`src/rtl/zx81_tape_encoder_if.sv`:
```
// rtl/zx81_tape_encoder_if.sv - byte stream handshake into the ZX81 tape encoder
interface zx81_tape_encoder_if;
   logic [7:0] s_data;
   logic       s_valid;
   logic       s_last;
   logic       s_ready;

   modport master (output s_data, output s_valid, output s_last, input s_ready);
   modport slave  (input s_data, input s_valid, input s_last, output s_ready);
endinterface

```
`src/rtl/zx81_tape_encoder.sv`:
```
// rtl/zx81_tape_encoder.sv - .P byte stream to ZX80/ZX81 cassette pulse waveform
// Each bit is a burst of 4 ('0') or 9 ('1') square pulses plus silence, MSB first.
module zx81_tape_encoder #(
   parameter int PULSE_HI = 975,
   parameter int PULSE_LO = 975,
   parameter int BIT_GAP  = 8450,
   parameter int PRE_GAP  = 3250000,
   parameter int POST_GAP = 3250000,
   parameter int CNT_W    = 23
) (
   input  logic                   clk,
   input  logic                   n_reset,
   input  logic                   enable,
   zx81_tape_encoder_if.slave     s,
   output logic                   tape_out,
   output logic                   busy,
   output logic                   done
);

   localparam logic [2:0] IDLE  = 3'd0;
   localparam logic [2:0] LEAD  = 3'd1;
   localparam logic [2:0] FETCH = 3'd2;
   localparam logic [2:0] HI    = 3'd3;
   localparam logic [2:0] LO    = 3'd4;
   localparam logic [2:0] GAP   = 3'd5;
   localparam logic [2:0] TAIL  = 3'd6;

   logic [2:0]       state, state_nx;
   logic [CNT_W-1:0] timer, timer_ld;
   logic [7:0]       shift;
   logic [2:0]       bit_cnt;
   logic [3:0]       pulses;
   logic             last_r;
   logic             timer_z;

   assign timer_z = (timer == '0);

   always_comb begin
      state_nx = state;
      case (state)
         IDLE:    if (s.s_valid) state_nx = LEAD;
         LEAD:    if (timer_z) state_nx = FETCH;
         FETCH:   if (s.s_valid) state_nx = HI;
         HI:      if (timer_z) state_nx = LO;
         LO:      if (timer_z) state_nx = (pulses > 4'd1) ? HI : GAP;
         GAP:     if (timer_z) state_nx = (bit_cnt != 3'd0) ? HI : (last_r ? TAIL : FETCH);
         TAIL:    if (timer_z) state_nx = IDLE;
         default: state_nx = IDLE;
      endcase
      // Abort wins over everything, including a pending FETCH handshake.
      if (!enable) state_nx = IDLE;
   end

   always_comb begin
      timer_ld = '0;
      case (state_nx)
         LEAD:    timer_ld = CNT_W'(PRE_GAP - 1);
         HI:      timer_ld = CNT_W'(PULSE_HI - 1);
         LO:      timer_ld = CNT_W'(PULSE_LO - 1);
         GAP:     timer_ld = CNT_W'(BIT_GAP - 1);
         TAIL:    timer_ld = CNT_W'(POST_GAP - 1);
         default: timer_ld = '0;
      endcase
   end

   // Outputs are registered from the next state so they line up with state.
   always_ff @(posedge clk or negedge n_reset) begin
      if (!n_reset) begin
         state     <= IDLE;
         timer     <= '0;
         shift     <= '0;
         bit_cnt   <= '0;
         pulses    <= '0;
         last_r    <= 1'b0;
         tape_out  <= 1'b0;
         s.s_ready <= 1'b0;
         busy      <= 1'b0;
         done      <= 1'b0;
      end else begin
         state     <= state_nx;
         tape_out  <= (state_nx == HI);
         s.s_ready <= (state_nx == FETCH);
         busy      <= (state_nx != IDLE);
         done      <= enable && (state == TAIL) && timer_z;

         // Every phase change is a state change, so entry reloads the timer.
         if (state_nx != state)
            timer <= timer_ld;
         else if (!timer_z)
            timer <= timer - CNT_W'(1);

         if (state == FETCH && state_nx == HI) begin
            shift   <= s.s_data;
            last_r  <= s.s_last;
            bit_cnt <= 3'd7;
            pulses  <= s.s_data[7] ? 4'd9 : 4'd4;
         end else if (state == GAP && state_nx == HI) begin
            shift   <= shift << 1;
            bit_cnt <= bit_cnt - 3'd1;
            pulses  <= shift[6] ? 4'd9 : 4'd4;
         end else if (state == LO && timer_z) begin
            pulses  <= pulses - 4'd1;
         end
      end
   end

endmodule

```
`src/flat_wrapper.sv`:
```
// flat-port wrapper written by rule: the top's interface ports become plain ports
module zx81_tape_encoder_flat 
#(
   parameter int PULSE_HI = 975,
   parameter int PULSE_LO = 975,
   parameter int BIT_GAP  = 8450,
   parameter int PRE_GAP  = 3250000,
   parameter int POST_GAP = 3250000,
   parameter int CNT_W    = 23
)
  (clk, n_reset, enable, tape_out, busy, done, s_s_data, s_s_valid, s_s_last, s_s_ready);
  zx81_tape_encoder_if s_i ();
  input  logic clk;
  input  logic n_reset;
  input  logic enable;
  output logic tape_out;
  output logic busy;
  output logic done;
  input wire logic [$bits(s_i.s_data)-1:0] s_s_data;
  input wire logic [$bits(s_i.s_valid)-1:0] s_s_valid;
  input wire logic [$bits(s_i.s_last)-1:0] s_s_last;
  output wire logic [$bits(s_i.s_ready)-1:0] s_s_ready;
  assign s_i.s_data = s_s_data;
  assign s_i.s_valid = s_s_valid;
  assign s_i.s_last = s_s_last;
  assign s_s_ready = s_i.s_ready;
  zx81_tape_encoder #(.PULSE_HI(PULSE_HI), .PULSE_LO(PULSE_LO), .BIT_GAP(BIT_GAP), .PRE_GAP(PRE_GAP), .POST_GAP(POST_GAP), .CNT_W(CNT_W)) u_core (.clk(clk), .n_reset(n_reset), .enable(enable), .s(s_i), .tape_out(tape_out), .busy(busy), .done(done));
endmodule
```
`config.mk`:
```
export PLATFORM = sky130hd
export DESIGN_NAME = zx81_tape_encoder_flat
export DESIGN_NICKNAME = d
export VERILOG_FILES = /design/src/rtl/zx81_tape_encoder_if.sv /design/src/rtl/zx81_tape_encoder.sv /design/src/flat_wrapper.sv
export SDC_FILE = /design/constraint.sdc
export NUM_CORES = 1
export LEC_CHECK = 0
export BUFFER_PORTS_ARGS = -buffer_cell sky130_fd_sc_hd__buf_2
export CORE_ASPECT_RATIO = 1.1
export CORE_MARGIN = 4
export CORE_UTILIZATION = 58
export DETAILED_ROUTE_END_ITERATION = 10
export HOLD_SLACK_MARGIN = 0.02
export PLACE_DENSITY = 0.77
export SLEW_MARGIN = 15
export SYNTH_ARGS = -nofsm -noshare
export SYNTH_HDL_FRONTEND = slang
export SYNTH_SLANG_ARGS = --single-unit
export TNS_END_PERCENT = 20
```
`constraint.sdc`:
```
create_clock -name clk -period 4.1 [get_ports clk]
set_input_delay 0.41 -clock clk [delete_from_list [all_inputs] [get_ports clk]]
set_output_delay 0.41 -clock clk [all_outputs]
set_load 0.02 [all_outputs]
```
=== Yosys cells after proc, flatten, opt, wreduce, memory -nomap -nowiden ===
Index checks and enable logic that the tools add are counted.

* Output and inout bits: 4
* Flip-flop bits (word level): 45
* Input port bits: 13

* Equal/unequal tests: 14
* Order comparisons: 1
* Reductions and logical operators: 13
* $add $sub $neg: 3
* Multiplexer cells: 24

{| class="wikitable"
|+ Operators by type and width
! kind !! number
|-
| 22-bit case mux with 3 select lines || 1
|-
| 23-bit two-way mux || 2
|-
| 3-bit two-way mux || 13
|-
| 23-bit logical NOT || 1
|-
| 23-bit by 1-bit subtractor with 23-bit output (second input constant) || 1
|-
| 3-bit case mux with 7 select lines || 1
|-
| 4-bit two-way mux || 5
|-
| 3-bit == test (second input constant) || 6
|-
| 7-bit two-way mux || 2
|-
| 3-bit by 2-bit == test with 1-bit output (second input constant) || 4
|-
| 3-bit nonzero test || 3
|-
| 3-bit by 1-bit == test with 1-bit output (second input constant) || 2
|-
| 1-bit logical AND || 5
|-
| 4-bit by 1-bit > comparator with 1-bit output (second input constant) || 1
|-
| 2-bit OR reduction || 2
|-
| 4-bit by 1-bit subtractor with 4-bit output (second input constant) || 1
|-
| 3-bit logical NOT || 1
|-
| 3-bit != test || 1
|-
| 3-bit by 1-bit subtractor with 3-bit output (second input constant) || 1
|-
| 2-bit != test (second input constant) || 1
|-
| 2-bit nonzero test || 1
|}

=== Logic depth before layout (Yosys ltp) ===
Gate-level depths: netlist of run 1.

* Word-level depth: 9
* Gate-level depth with buffers: 11
* Gate-level depth less buffers: 9

=== Worst setup path before layout of run 1 ===
OpenSTA, ideal clock, no wires.

* Kind: register to register
* Start point: reg u_core.timer[16]
* End point: reg u_core.last_r
* Path buffers: 2
* Arrival: 2468 ps
* Data required time: 3975 ps
* Period minus slack after synthesis: 2593 ps
* Stages on the path, launching flop included: 9
* Slack: 1507 ps
* Setup time: 125 ps
* Cells stage by stage: dfrtp_1 -> or4_4 -> and4bb_1 -> buf_6 -> a32oi_4 -> a211o_1 -> buf_6 -> nor3_1 -> mux2_2

* Word-level cells in the longest chain between the ends: 6
* Elaborated cells on any way between the ends: 10
* Those cells by class: eq/ne (1); mux (7); reduce/logical (2)

{| class="wikitable"
|+ RTL lines
! element !! RTL line !! source
|-
| from (decl) || zx81_tape_encoder.sv:29 || <nowiki>logic [CNT_W-1:0] timer, timer_ld;</nowiki>
|-
| from (signal assigned) || zx81_tape_encoder.sv:88 || <nowiki>timer <= timer_ld;</nowiki>
|-
| from (signal assigned) || zx81_tape_encoder.sv:90 || <nowiki>timer <= timer - CNT_W'(1);</nowiki>
|-
| 23-bit logical NOT * || zx81_tape_encoder.sv:36 || <nowiki>assign timer_z = (timer == '0);</nowiki>
|-
| 3-bit two-way mux (on tied branches) || -- ||
|-
| 3-bit case mux with 7 select lines * || zx81_tape_encoder.sv:40 || <nowiki>case (state)</nowiki>
|-
| 3-bit two-way mux * || zx81_tape_encoder.sv:51 || <nowiki>if (!enable) state_nx = IDLE;</nowiki>
|-
| 3-bit by 2-bit == test with 1-bit output * || zx81_tape_encoder.sv:92 || <nowiki>if (state == FETCH && state_nx == HI) begin</nowiki>
|-
| 1-bit logical AND * || zx81_tape_encoder.sv:92 ||
|-
| to (signal assigned) || zx81_tape_encoder.sv:94 || <nowiki>last_r <= s.s_last;</nowiki>
|-
| to (decl) || zx81_tape_encoder.sv:33 || <nowiki>logic last_r;</nowiki>
|}

Mark *: on every way between the ends. The rest lies on a longest branch, timed or not.
A chain may end at the register's enable or synchronous reset.

=== Worst setup path after layout of run 1 ===
* Start point: reg u_core.timer[19]
* End point: reg u_core.timer[6]

* Word-level cells in the longest chain between the ends: 8
* Elaborated cells on any way between the ends: 19
* Those cells by class: eq/ne (7); mux (9); reduce/logical (3)

{| class="wikitable"
|+ RTL lines
! element !! RTL line !! source
|-
| 23-bit logical NOT * || zx81_tape_encoder.sv:36 ||
|-
| 3-bit two-way mux (on tied branches) || -- ||
|-
| 3-bit case mux with 7 select lines || zx81_tape_encoder.sv:40 ||
|-
| 3-bit two-way mux || zx81_tape_encoder.sv:51 ||
|-
| 3-bit by 1-bit == test with 1-bit output (tied with other cells) || zx81_tape_encoder.sv:56 || <nowiki>case (state_nx)</nowiki>
|-
| 2-bit OR reduction (no source line) || -- ||
|-
| 22-bit case mux with 3 select lines || zx81_tape_encoder.sv:56 ||
|-
| 23-bit two-way mux || zx81_tape_encoder.sv:87 || <nowiki>if (state_nx != state)</nowiki>
|}

Marked as above.

==> results by group, run 1 <==
Flow run
  – Max cap viols: 0

Timing
  – Hold Vio Cnt, Final: 0
  – Final Max Slew Viols: 0
  – Clock Skew: 0.006708 ns
  – Min Hold Slack: 0.2455 ns
  – Fmax achieved: 0.3081 GHz
  – Min Tclk post-route: 3.245 ns
  – Post-route clock period utilization: 79.15%
  – Worst slew pin tran: 1.115 ns
  – Setup TNS: 0 ns
  – RSZ-0062 raised after global routing: no
  – Slew margin rel.: 25.48%
  – Final setup violation count: 0

Critical path
  – Worst path cell trace: nor4_1, and4bb_1, nand2_1, a311o_1, a21oi_1, a31oi_1
  – Cell family with most CP delay: simple AND/OR/NAND/NOR gates
  – R2R depth: 6
  – Crit path largest cell delay: 0.54 ns
  – Reg-to-reg critical path endpoint: u_core.timer[6]$_DFFE_PN0P_
  – Slowest stage cell, crit path: nor4_1
  – R2R setup slack: 0.85 ns
  – Crit Path Class: reg -> reg
  – Crit Path Max Fanout: 20
  – Buf/Inv on CP: 0
  – Worst r2r src: u_core.timer[19]$_DFFE_PN0P_
  – Worst EP required: 4.26 ns
  – Crit path arrival time: 3.41 ns
  – Endpoint class of the critical path: flop
  – CP startpoint kind: flop

Routing
  – Drt via density: 6.474
  – WL final: 6.038 mm
  – Drt pass-1 iters: 4
  – Wirelength per Cell: 17.25 um
  – Post-route ant nets: 0
  – Post-route DRC violation count: 0
  – Via Count: 2,266
  – Initial DRC count: 166

Die
  – Initial core utilization: 61.33%
  – CORE AREA: 0.004410 sq mm
  – I/O pin cnt: 17
  – Die ar.: 0.005822 sq mm
  – Num rows: 25
  – Die height: 79.63 um
  – Die W: 73.12 um

Layout
  – Non-filler cells, final: 350
  – Total Nets Final: 313
  – Ant diodes: 0
  – Area delta synth->final: 8.002%
  – Fin area: 0.002922 sq mm
  – Layout cell share with drive strength beyond 1: 14.53%

Global route
  – Total gr overflow: 0
  – Number of global-route vias before repair: 2,171
  – Initial antenna violation count: 0
  – First-pass GRT wire length: 10.25 mm
  – Gr usage total: 22.42%
  – Pin count of the biggest net entering global routing: 46

Run status
  – Status: completed

Synth
  – Synth unique cells: 60
  – Yosys warnings: 0
  – Synth Cell Area: 0.002705 sq mm
  – Synth Register Bits: 45
  – Post-synthesis area per instance: 9.627 sq um
  – Seq/Total Area, Yosys: 41.63%
  – Mapped Nets: 299
  – Prevailing post-synth register cell: dfrtp_1
  – Ys async rst share: 100.0%
  – Post-synth EDFFs: 0
  – Post-Syn Instances: 281

Power
  – Final Total Pwr: 1.474 mW
  – VDD IR max: 0.3904 mV
  – Pwr per Cell Area: 504.6 mW/mm^2
  – Leak pwr: 1.244 nW

Place
  – Placer Congestion: 0.8948
  – Placed Instance Area: 0.002788 sq mm
  – Dpl hpwl: 4.229 mm
  – DP Cell Count: 342
  – Port Buffers: 16

Clocking
  – CTS resizes: 0
  – Number of hold buffers added after CTS: 0
  – Clk buf depth: 2
  – CTS sink count: 45
  – H-tree levels: 2
  – Worst-path clk slew: 0.09 ns
  – Post-CTS Setup Inserts: 0
  – Worst-Skew Late Latency: 0.30 ns
  – CTS tree: yes
  – Clock root buffer: clkbuf_8
  – CTS Buf Count: 5

Worst hold path
  – HP Class: in -> async
-- Yosys cell counts, types with 3 or more instances --
cell / count / area share [%]
nand2_1: 16 / 2.2
a21oi_1: 23 / 4.3
inv_1: 14 / 1.9
nor2_1: 28 / 3.9
nor4_1: 9 / 2.1
or4_1: 3 / 0.83
or3_1: 4 / 0.92
nand2b_1: 3 / 0.69
o211ai_1: 3 / 0.83
o21ai_0: 5 / 0.92
nor3_1: 13 / 2.4
xnor2_1: 7 / 2.3
xor2_1: 12 / 3.9
ha_1: 5 / 2.3
a22oi_1: 10 / 2.8
clkbuf_1: 5 / 0.69
buf_6: 5 / 2.1
dfrtp_1: 45 / 42
o2bb2ai_1: 6 / 1.9
nand4_1: 4 / 0.92
nand3_1: 4 / 0.74
a31oi_1: 6 / 1.4
nor2b_1: 3 / 0.69
o211a_1: 3 / 1.1
-- layout make-up --
type	instances	area, sq um
clock buffers	5	68.82
clock inverters	3	65.06
fillers	383	1489
inverters	15	56.30
multi-input cells	210	1443
flip-flops and latches	45	1126
well taps	54	67.56
repair buffers	18	95.09
-- cell families (layout without fill, tap and decap cells) --
kind of cell | count (synthesis) | count (layout) | synth area share (%)
compound gates | 77 | 77 | 22.39
xor+xnor | 19 | 19 | 6.152
fa+ha+maj | 5 | 5 | 2.313
buf+inv | 26 | 41 | 5.041
flops | 45 | 45 | 41.63
mux | 2 | 2 | 0.7863
simple gates | 107 | 107 | 21.69
-- layer usage --
metal	share of wire, %	global-route usage [%]
met5	0	0
met4	1.5	6.827
met3	6.0	5.164
met2	48	35.87
met1	44	29.95
-- worst max path at each step --
stage / start / to / slack [ns] / depth (start not counted)
finish: u_core.timer[19]$_DFFE_PN0P_ / u_core.timer[6]$_DFFE_PN0P_ / 0.85 / 6
global placement: u_core.timer[16]$_DFFE_PN0P_ / u_core.timer[21]$_DFFE_PN0P_ / 1.01 / 6
detailed placement: u_core.timer[16]$_DFFE_PN0P_ / u_core.timer[1]$_DFFE_PN0P_ / 0.95 / 6
global route: u_core.timer[19]$_DFFE_PN0P_ / u_core.timer[20]$_DFFE_PN0P_ / 0.72 / 6
floorplan: u_core.timer[16]$_DFFE_PN0P_ / u_core.last_r$_DFFE_PN0P_ / 1.51 / 8
CTS: u_core.timer[16]$_DFFE_PN0P_ / u_core.timer[6]$_DFFE_PN0P_ / 0.93 / 6
-- worst reg2reg max path: stages (launching register included) --
cell and delay (ns):
dfrtp_1 0.42, nor4_1 0.54, and4bb_1 0.53, nand2_1 0.50
a311o_1 0.52, a21oi_1 0.44, a31oi_1 0.17
-- power breakdown --
group	leakage [nW]	internal (mW)	total (mW)	switching [mW]
clock	0.0681	0.242	0.395	0.153
sequential	0.561	0.532	0.632	0.101
combinational	0.615	0.182	0.447	0.265
-- per-stage QoR --
stage,setup WS [ns],utilization [%]
5_1_grt,0.7237,66.24
3_5_place_dp,0.9457,63.21
3_3_place_gp,1.014,63.21
6_report,0.8547,66.24
4_1_cts,0.9315,66.24
2_1_floorplan,1.507,-
-- registers in the layout, indices dropped and copies added (netlist names) --
name / flops
u_core.bit_cnt: 3
u_core.busy: 1
u_core.done: 1
u_core.last_r: 1
u_core.pulses: 4
u_core.s.s_ready: 1
u_core.shift: 7
u_core.state: 3
u_core.tape_out: 1
u_core.timer: 23
-- cells in the final DEF, fill, tap and decap left out, types with 4 or more instances in the layout --
| cell type | instances |
|---|---|
| a21oi_1 | 23 |
| a22oi_1 | 10 |
| a31oi_1 | 6 |
| buf_2 | 16 |
| clkbuf_8 | 5 |
| dfrtp_1 | 45 |
| ha_1 | 5 |
| inv_1 | 14 |
| nand2_1 | 16 |
| nand3_1 | 4 |
| nand4_1 | 4 |
| nor2_1 | 28 |
| nor3_1 | 13 |
| nor4_1 | 9 |
| o21ai_0 | 5 |
| o2bb2ai_1 | 6 |
| or3_1 | 4 |
| xnor2_1 | 7 |
| xor2_1 | 12 |
Note: power is estimated with default switching activity, not from simulation.
==> inputs of run 2 (changes only) <==
ABC_AREA = 1   (was default)
CORE_UTILIZATION = 55   (was 58)
PLACE_DENSITY = 0.76   (was 0.77)
clock period = 2.77 ns   (was 4.1 ns; I/O delays follow)
==> run 2 against run 1 <==
Net effect: clock power rose by 26%; power up 57%; sequential power is 46% higher; critical path depth up 8; global-route usage down 2.2 points; sequential share of layout area is 1.7 points lower; cell count rose by 22%; core utilization decreased by 4.7 points; fmax up 30%; combinational power up 100%; clock skew about the same; critical path type unchanged.
==> results by group, run 2 <==
Global route
  – Gr usage total: 20.18% (-2.2 points)
  – First-pass GRT wire length: 10.71 mm (+4.5%)
  – Pin count of the biggest net entering global routing: 46 (unchanged)
  – Total gr overflow: 0 (unchanged)
  – Initial antenna violation count: 0 (unchanged)
  – Number of global-route vias before repair: 2,296 (+5.8%)

Power
  – Clock power frac: 21.5% (-5.3 points)
  – Switch share: 39.63% (+4.4 points)
  – Psw: 918.2 uW (+77%)
  – Internal power: 1.399 mW (+46%)
  – VDD IR max: 0.2899 mV (-26%)
  – Pwr per Cell Area: 757.6 mW/mm^2 (+50%)
  – Gate power share: 38.6% (+8.3 points)
  – Seq pwr share: 39.9% (-3.0 points)
  – Leak pwr: 1.538 nW (+24%)

Layout
  – Most flops, register: u_core.timer
  – Layout cell share with drive strength beyond 1: 21.95% (+7.4 points)
  – Ant diodes: 0 (unchanged)
  – Top Registers: u_core.timer: 23 flops, u_core.shift: 7 flops, u_core.pulses: 4 flops
  – Most common cell after layout, fill and taps aside: nand2_1
  – Area delta synth->final: 8.622%
  – Core Util, Final: 61.58% (-4.7 points)
  – Max FFs per register: 23 (unchanged)
  – Total Nets Final: 386 (+23%)
  – Leading cell types in the layout, fill and taps excluded: nand2_1, dfrtp_1, inv_1

Timing
  – Worst slew pin tran: 0.9928 ns (-0.1226 ns)
  – Hold Vio Cnt, Final: 0 (unchanged)
  – Setup TNS: 0 ns (unchanged)
  – Post-route clock period utilization: 90.03% (+11 points)
  – Fmax achieved: 0.4010 GHz (+30%)
  – Min Tclk post-route: 2.494 ns (-0.7514 ns)
  – RSZ-0062 raised after global routing: no
  – Final setup violation count: 0 (unchanged)
  – Final Max Slew Viols: 0 (unchanged)
  – Clock Skew: 0.006885 ns (+0.0001771 ns)
  – Slew margin rel.: 33.82% (+8.3 points)

Routing
  – WL final: 5.819 mm (-3.6%)
  – Drt pass-1 iters: 4 (unchanged)
  – Initial DRC count: 117 (-30%)
  – Wirelength per Cell: 13.63 um (-21%)
  – Post-route ant nets: 0 (unchanged)
  – Post-route DRC violation count: 0 (unchanged)
  – Via Count: 2,224 (-1.9%)
  – Drt via density: 5.208 (-20%)

Synth
  – Synth Register Bits: 45 (unchanged)
  – Top post-synthesis cells by count: nand2_1, dfrtp_1, inv_1
  – Ys async rst share: 100.0% (unchanged)
  – Mapped Nets: 366 (+22%)
  – Post-synth EDFFs: 0 (unchanged)
  – Post-synthesis area per instance: 8.090 sq um (-16%)
  – Prevailing post-synth register cell: dfrtp_1
  – Post-Syn Instances: 348 (+24%)
  – Yosys warnings: 0 (unchanged)
  – Most frequent cell after synthesis: nand2_1
  – Top post-synthesis cells by area: dfrtp_1, nand2_1, inv_1
  – Post-synth top area cell: dfrtp_1
  – Share of the synthesized area in the top cell type: 40.00% (-1.6 points)
  – Seq/Total Area, Yosys: 40.00% (-1.6 points)
  – Synth unique cells: 37 (-38%)
  – Synth Cell Area: 0.002815 sq mm (+4.1%)

Run status
  – Status: completed

Clocking
  – Post-CTS Setup Inserts: 0 (unchanged)
  – Worst-Skew Late Latency: 0.29 ns (about the same)
  – CTS sink count: 45 (unchanged)
  – CTS tree: yes
  – CTS Buf Count: 5 (unchanged)
  – Worst-path clk slew: 0.09 ns (about the same)
  – Clock root buffer: clkbuf_8
  – Number of hold buffers added after CTS: 0 (unchanged)
  – CTS resizes: 0 (unchanged)
  – H-tree levels: 2 (unchanged)
  – Clk buf depth: 2 (unchanged)

Die
  – Num rows: 27 (+8.0%)
  – Die ar.: 0.006329 sq mm (+8.7%)
  – CORE AREA: 0.004966 sq mm (+13%)
  – Die height: 83.04 um (+4.3%)
  – Die W: 76.22 um (+4.2%)
  – I/O pin cnt: 17 (unchanged)
  – Initial core utilization: 56.69% (-4.6 points)

Place
  – Port Buffers: 16 (unchanged)
  – Placer Congestion: 0.9710 (+8.5%)
  – Dpl hpwl: 4.466 mm (+5.6%)

Worst hold path
  – HP Class: in -> async

Critical path
  – R2R setup slack: 0.28 ns (-0.58 ns)
  – Worst EP required: 2.99 ns (-1.27 ns)
  – Setup crit start: u_core.pulses[0]$_DFFE_PN0P_
  – Endpoint class of the critical path: flop
  – Crit path arrival time: 2.71 ns (-0.70 ns)
  – Crit Path Class: reg -> reg
  – CP startpoint kind: flop
  – Reg-to-reg critical path endpoint: u_core.timer[15]$_DFFE_PN0P_
  – Crit Path Max Fanout: 13 (-35%)
  – R2R depth: 14 (+8)
  – Worst r2r src: u_core.pulses[0]$_DFFE_PN0P_

Flow run
  – Max cap viols: 0 (unchanged)
[run 2: per-layer routing]
layer	global-route usage, %	part of all wire [%]	vias up
li1	-	-	1149
met1	25.61	44	1009
met2	34.81	50	53
met3	2.928	3.8	13
met4	6.995	2.7	0
met5	0	0	-
[run 2: worst max-delay path by stage]
stage / endpoint / slack (ns) / cells after the start
global placement: u_core.timer[15]$_DFFE_PN0P_ / 0.36 / 14
floorplan: u_core.timer[10]$_DFFE_PN0P_ / 0.72 / 14
CTS: u_core.timer[15]$_DFFE_PN0P_ / 0.28 / 14
detailed placement: u_core.timer[15]$_DFFE_PN0P_ / 0.30 / 14
finish: u_core.timer[15]$_DFFE_PN0P_ / 0.28 / 14
global route: u_core.timer[20]$_DFFE_PN0P_ / 0.08 / 15
[run 2: final cells by class]
type                       instances  area, sq um
clock inverter                     2        38.79
clock buffer                       6        72.57
multi-input combinational        260         1508
inverter                          38        145.1
sequential                        45         1126
fill                             438         1908
tap                               58        72.57
timing repair buffer              18        95.09
[run 2: critical path, stage by stage, from the launching register on]
cell and delay, ns:
dfrtp_1 0.40, inv_1 0.08, ha_1 0.22, o21ai_0 0.32, nor2_1 0.11, nor2_1 0.16, nand2_2 0.09, nand3_4 0.09
clkinv_2 0.11, nand2_4 0.08, nand2_4 0.05, nand3_2 0.09, buf_4 0.20, nand3_1 0.21, a21oi_1 0.20
[run 2: cell families after synthesis]
| kind of cell | count (synthesis) | synth area share [%] |
|---|---|---|
| adder cells (fa/ha/maj) | 5 | 2.222 |
| AND/OR/NAND/NOR | 191 | 35.33 |
| buffers and inverters | 43 | 6.444 |
| AO/OA/AOI/OAI | 43 | 9.467 |
| flip-flops | 45 | 40.00 |
| XOR/XNOR | 21 | 6.533 |
[run 2: through the flow]
stage          power (mW)  hold WS (ns)  setup slack, ns  cell area [sq um]  instances
2_1_floorplan       1.658      -0.01859           0.7191               2815        348
3_3_place_gp        1.814        0.4636           0.3619               2947        419
3_5_place_dp        1.830        0.4760           0.3044               2947        419
4_1_cts             2.329        0.1666           0.2751               3058        427
5_1_grt             2.503        0.1792          0.07557               3058        427
6_report            2.317        0.1429           0.2761               3058        427
[run 2: power by group through the flow]
stage	combinational, mW	sequential [mW]	clock, mW
4_1_cts	0.899	0.923	0.507
3_3_place_gp	0.881	0.933	0
3_5_place_dp	0.893	0.937	0
5_1_grt	1.02	0.945	0.542
2_1_floorplan	0.753	0.906	0
6_report	0.895	0.924	0.498
==> inputs of run 3 (changes only) <==
clock period = 2 ns   (was 2.77 ns; I/O delays follow)
==> run 3 against run 2 <==
Net effect: the run now ends with setup timing left; routed wire length is 65% higher; sequential share of layout area is 8.8 points lower; clock skew is 0.0075 ns higher; critical path depth is 2 higher; non-clock buffer count is 82 higher; core utilization is 19 points higher; largest power group is now combinational cells.
==> results by group, run 3 (synthesis gave the netlist of run 2 again) <==
Global route
  – Number of global-route vias before repair: 2,957 (+29%)
  – Initial antenna violation count: 0 (unchanged)
  – Total gr overflow: 0 (unchanged)
  – Gr usage total: 26.62% (+6.4 points)
  – First-pass GRT wire length: 13.70 mm (+28%)
  – Pin count of the biggest net entering global routing: 20 (-57%)

Worst hold path
  – Hold path startpoint: s_s_last
  – WHS Endpoint: u_core.last_r$_DFFE_PN0P_
  – HP Class: in -> reg
  – Worst Hold Path Cells: 3

Timing
  – RSZ-0062 raised after global routing: yes
  – Hold Vio Cnt, Final: 0 (unchanged)
  – Final setup violation count: 38 (+38)
  – Setup slack after layout: -0.3917 ns (-0.6678 ns)
  – Fmax achieved: 0.4181 GHz (+4.3%)
  – Clock Skew: 0.01439 ns (+0.007502 ns)
  – Min Hold Slack: 0.1005 ns (-0.04238 ns)
  – Worst slew pin tran: 0.4091 ns (-0.5837 ns)
  – Post-route clock period utilization: 119.6% (+30 points)
  – Slew margin rel.: 72.73% (+39 points)
  – Min Tclk post-route: 2.392 ns (-0.1022 ns)
  – Setup TNS: -10.32 ns (-10.32 ns)
  – Final Max Slew Viols: 0 (unchanged)

Power
  – Clock power frac: 13.5% (-8.0 points)
  – Psw: 1.846 mW (+100%)
  – Final Total Pwr: 4.276 mW (+85%)
  – Leak pwr: 1.998 nW (+30%)
  – Seq pwr share: 29.2% (-11 points)
  – Gate power share: 57.3% (+19 points)
  – Switch share: 43.18% (+3.5 points)
  – Internal power: 2.430 mW (+74%)
  – VDD IR max: 0.6643 mV (+130%)
  – Pwr per Cell Area: 1064 mW/mm^2 (+40%)

Place
  – Port Buffers: 16 (unchanged)
  – Placed Instance Area: 0.003495 sq mm (+19%)
  – Dpl hpwl: 5.107 mm (+14%)
  – Placer Congestion: 0.9134 (-5.9%)
  – DP Cell Count: 487 (+16%)
  – Place WS: -0.2297 ns (-0.5341 ns)

Routing
  – Wirelength per Cell: 18.84 um (+38%)
  – WL final: 9.592 mm (+65%)
  – Drt via density: 5.864 (+13%)
  – Post-route ant nets: 0 (unchanged)
  – Drt pass-1 iters: 5 (+1)
  – Post-route DRC violation count: 0 (unchanged)
  – Via Count: 2,985 (+34%)
  – Initial DRC count: 280 (+140%)

Layout
  – Top Registers: u_core.timer: 23 flops, u_core.shift: 7 flops, u_core.pulses: 4 flops
  – Most common cell after layout, fill and taps aside: buf_4
  – Core Util, Final: 80.90% (+19 points)
  – Max FFs per register: 23 (unchanged)
  – Area delta synth->final: 42.71%
  – Leading cell types in the layout, fill and taps excluded: buf_4, nand2_1, dfrtp_1
  – Non-filler cells, final: 509 (+19%)
  – Number of fill cells in the layout: 261 (-40%)
  – Ant diodes: 0 (unchanged)
  – Layout cell share with drive strength beyond 1: 49.22% (+27 points)
  – Most flops, register: u_core.timer
  – Total Nets Final: 468 (+21%)
  – Fin area: 0.004018 sq mm (+31%)

Die
  – CORE AREA: 0.004966 sq mm (unchanged)
  – Num rows: 27 (unchanged)
  – Die W: 76.22 um (unchanged)
  – Die height: 83.04 um (unchanged)
  – Initial core utilization: 56.69% (unchanged)
  – I/O pin cnt: 17 (unchanged)
  – Die ar.: 0.006329 sq mm (unchanged)

Clocking
  – Clk buf depth: 2 (unchanged)
  – CTS tree: yes
  – Worst-path clk slew: 0.08 ns (about the same)
  – CTS Buf Count: 5 (unchanged)
  – H-tree levels: 2 (unchanged)
  – Worst-Skew Late Latency: 0.31 ns (+0.02 ns)
  – CTS sink count: 45 (unchanged)
  – Clock root buffer: clkbuf_8

Critical path
  – CP startpoint kind: flop
  – Crit Path Class: reg -> reg
  – Crit path arrival time: 2.62 ns (-0.09 ns)
  – Worst r2r src: u_core.bit_cnt[0]$_DFFE_PN0P_
  – R2R setup slack: -0.39 ns (-0.67 ns)
  – Worst EP required: 2.22 ns (-0.77 ns)
  – R2R depth: 16 (+2)
  – Crit Path Max Fanout: 6 (-7)
  – Reg-to-reg critical path endpoint: u_core.timer[10]$_DFFE_PN0P_
  – Endpoint class of the critical path: flop

Run status
  – Failing checks: setup timing
  – Status: finished with violations

Flow run
  – Max cap viols: 0 (unchanged)
## run 3: cell count changes in the layout (fill, tap and decap cells not counted), moves of 7 or more
cell / delta
a21oi_2: +7
buf_4: +75
nand2_4: +7
nand2_1: -25
a21oi_1: -9
nand2_2: +18
nor2_4: +8
## run 3: worst max path at each step
| stage | slack [ns] | to | start | cells past startpoint |
|---|---|---|---|---|
| final | -0.39 | u_core.timer[10]$_DFFE_PN0P_ | u_core.bit_cnt[0]$_DFFE_PN0P_ | 16 |
| after floorplan | 0.008 | u_core.timer[10]$_DFFE_PN0P_ | u_core.timer[0]$_DFFE_PN0P_ | 14 |
| after CTS | -0.17 | u_core.timer[15]$_DFFE_PN0P_ | u_core.timer[18]$_DFFE_PN0P_ | 15 |
| after global placement | -0.21 | u_core.timer[15]$_DFFE_PN0P_ | u_core.pulses[0]$_DFFE_PN0P_ | 14 |
| after global routing | -0.51 | u_core.timer[10]$_DFFE_PN0P_ | u_core.bit_cnt[0]$_DFFE_PN0P_ | 16 |
| after detailed placement | -0.23 | u_core.timer[15]$_DFFE_PN0P_ | u_core.timer[0]$_DFFE_PN0P_ | 14 |
## run 3: metal layers
layer / routed length [um] / GRT usage [%] / vias up
met3: 592 / 5.857 / 75
met2: 4765 / 44.86 / 188
met5: 0 / 0 / -
li1: - / - / 1317
met4: 695 / 14.94 / 0
met1: 3537 / 31.02 / 1405
## run 3: final cells by class
type                    count  area (sq um)  area share (%)
clock buffers               6         72.57           1.806
flip-flops and latches     45          1127           28.06
well taps                  58         72.57           1.806
repair buffers            100         770.7           19.18
clock inverters             2         15.01          0.3737
multi-input cells         260          1809           45.03
inverters                  38         150.1           3.737
## run 3: timing repair
item / 4_1_cts / 5_1_grt
endpoints found under the hold margin: 16 / 0
cloned: 1 / 0
setup buffers: 12 / 2
hold buffers: 1 / 0
gates resized for setup: 62 / 25
setup endpoints to repair: 36 / 40
pin swaps: 30 / 15
## run 3: worst max-delay path, stage by stage (launching register included)
cell	delay, ns
dfrtp_1	0.40
inv_1	0.09
ha_1	0.20
nand3_1	0.14
o21ai_1	0.23
nor2_1	0.09
nand2_2	0.11
nand3_4	0.10
clkinv_4	0.09
nand2_4	0.06
nand2_4	0.09
nand2_2	0.07
nor2_4	0.19
buf_12	0.14
buf_12	0.12
nand2_2	0.06
a21oi_2	0.13
## run 3: power groups by stage
stage	Sequential [mW]	Clock, mW	Combinational, mW
after CTS	1.21	0.584	2.17
after detailed placement	1.21	0	1.85
after floorplan	1.25	0	1.06
final	1.25	0.579	2.45
after global routing	1.26	0.628	2.59
after global placement	1.21	0	1.80
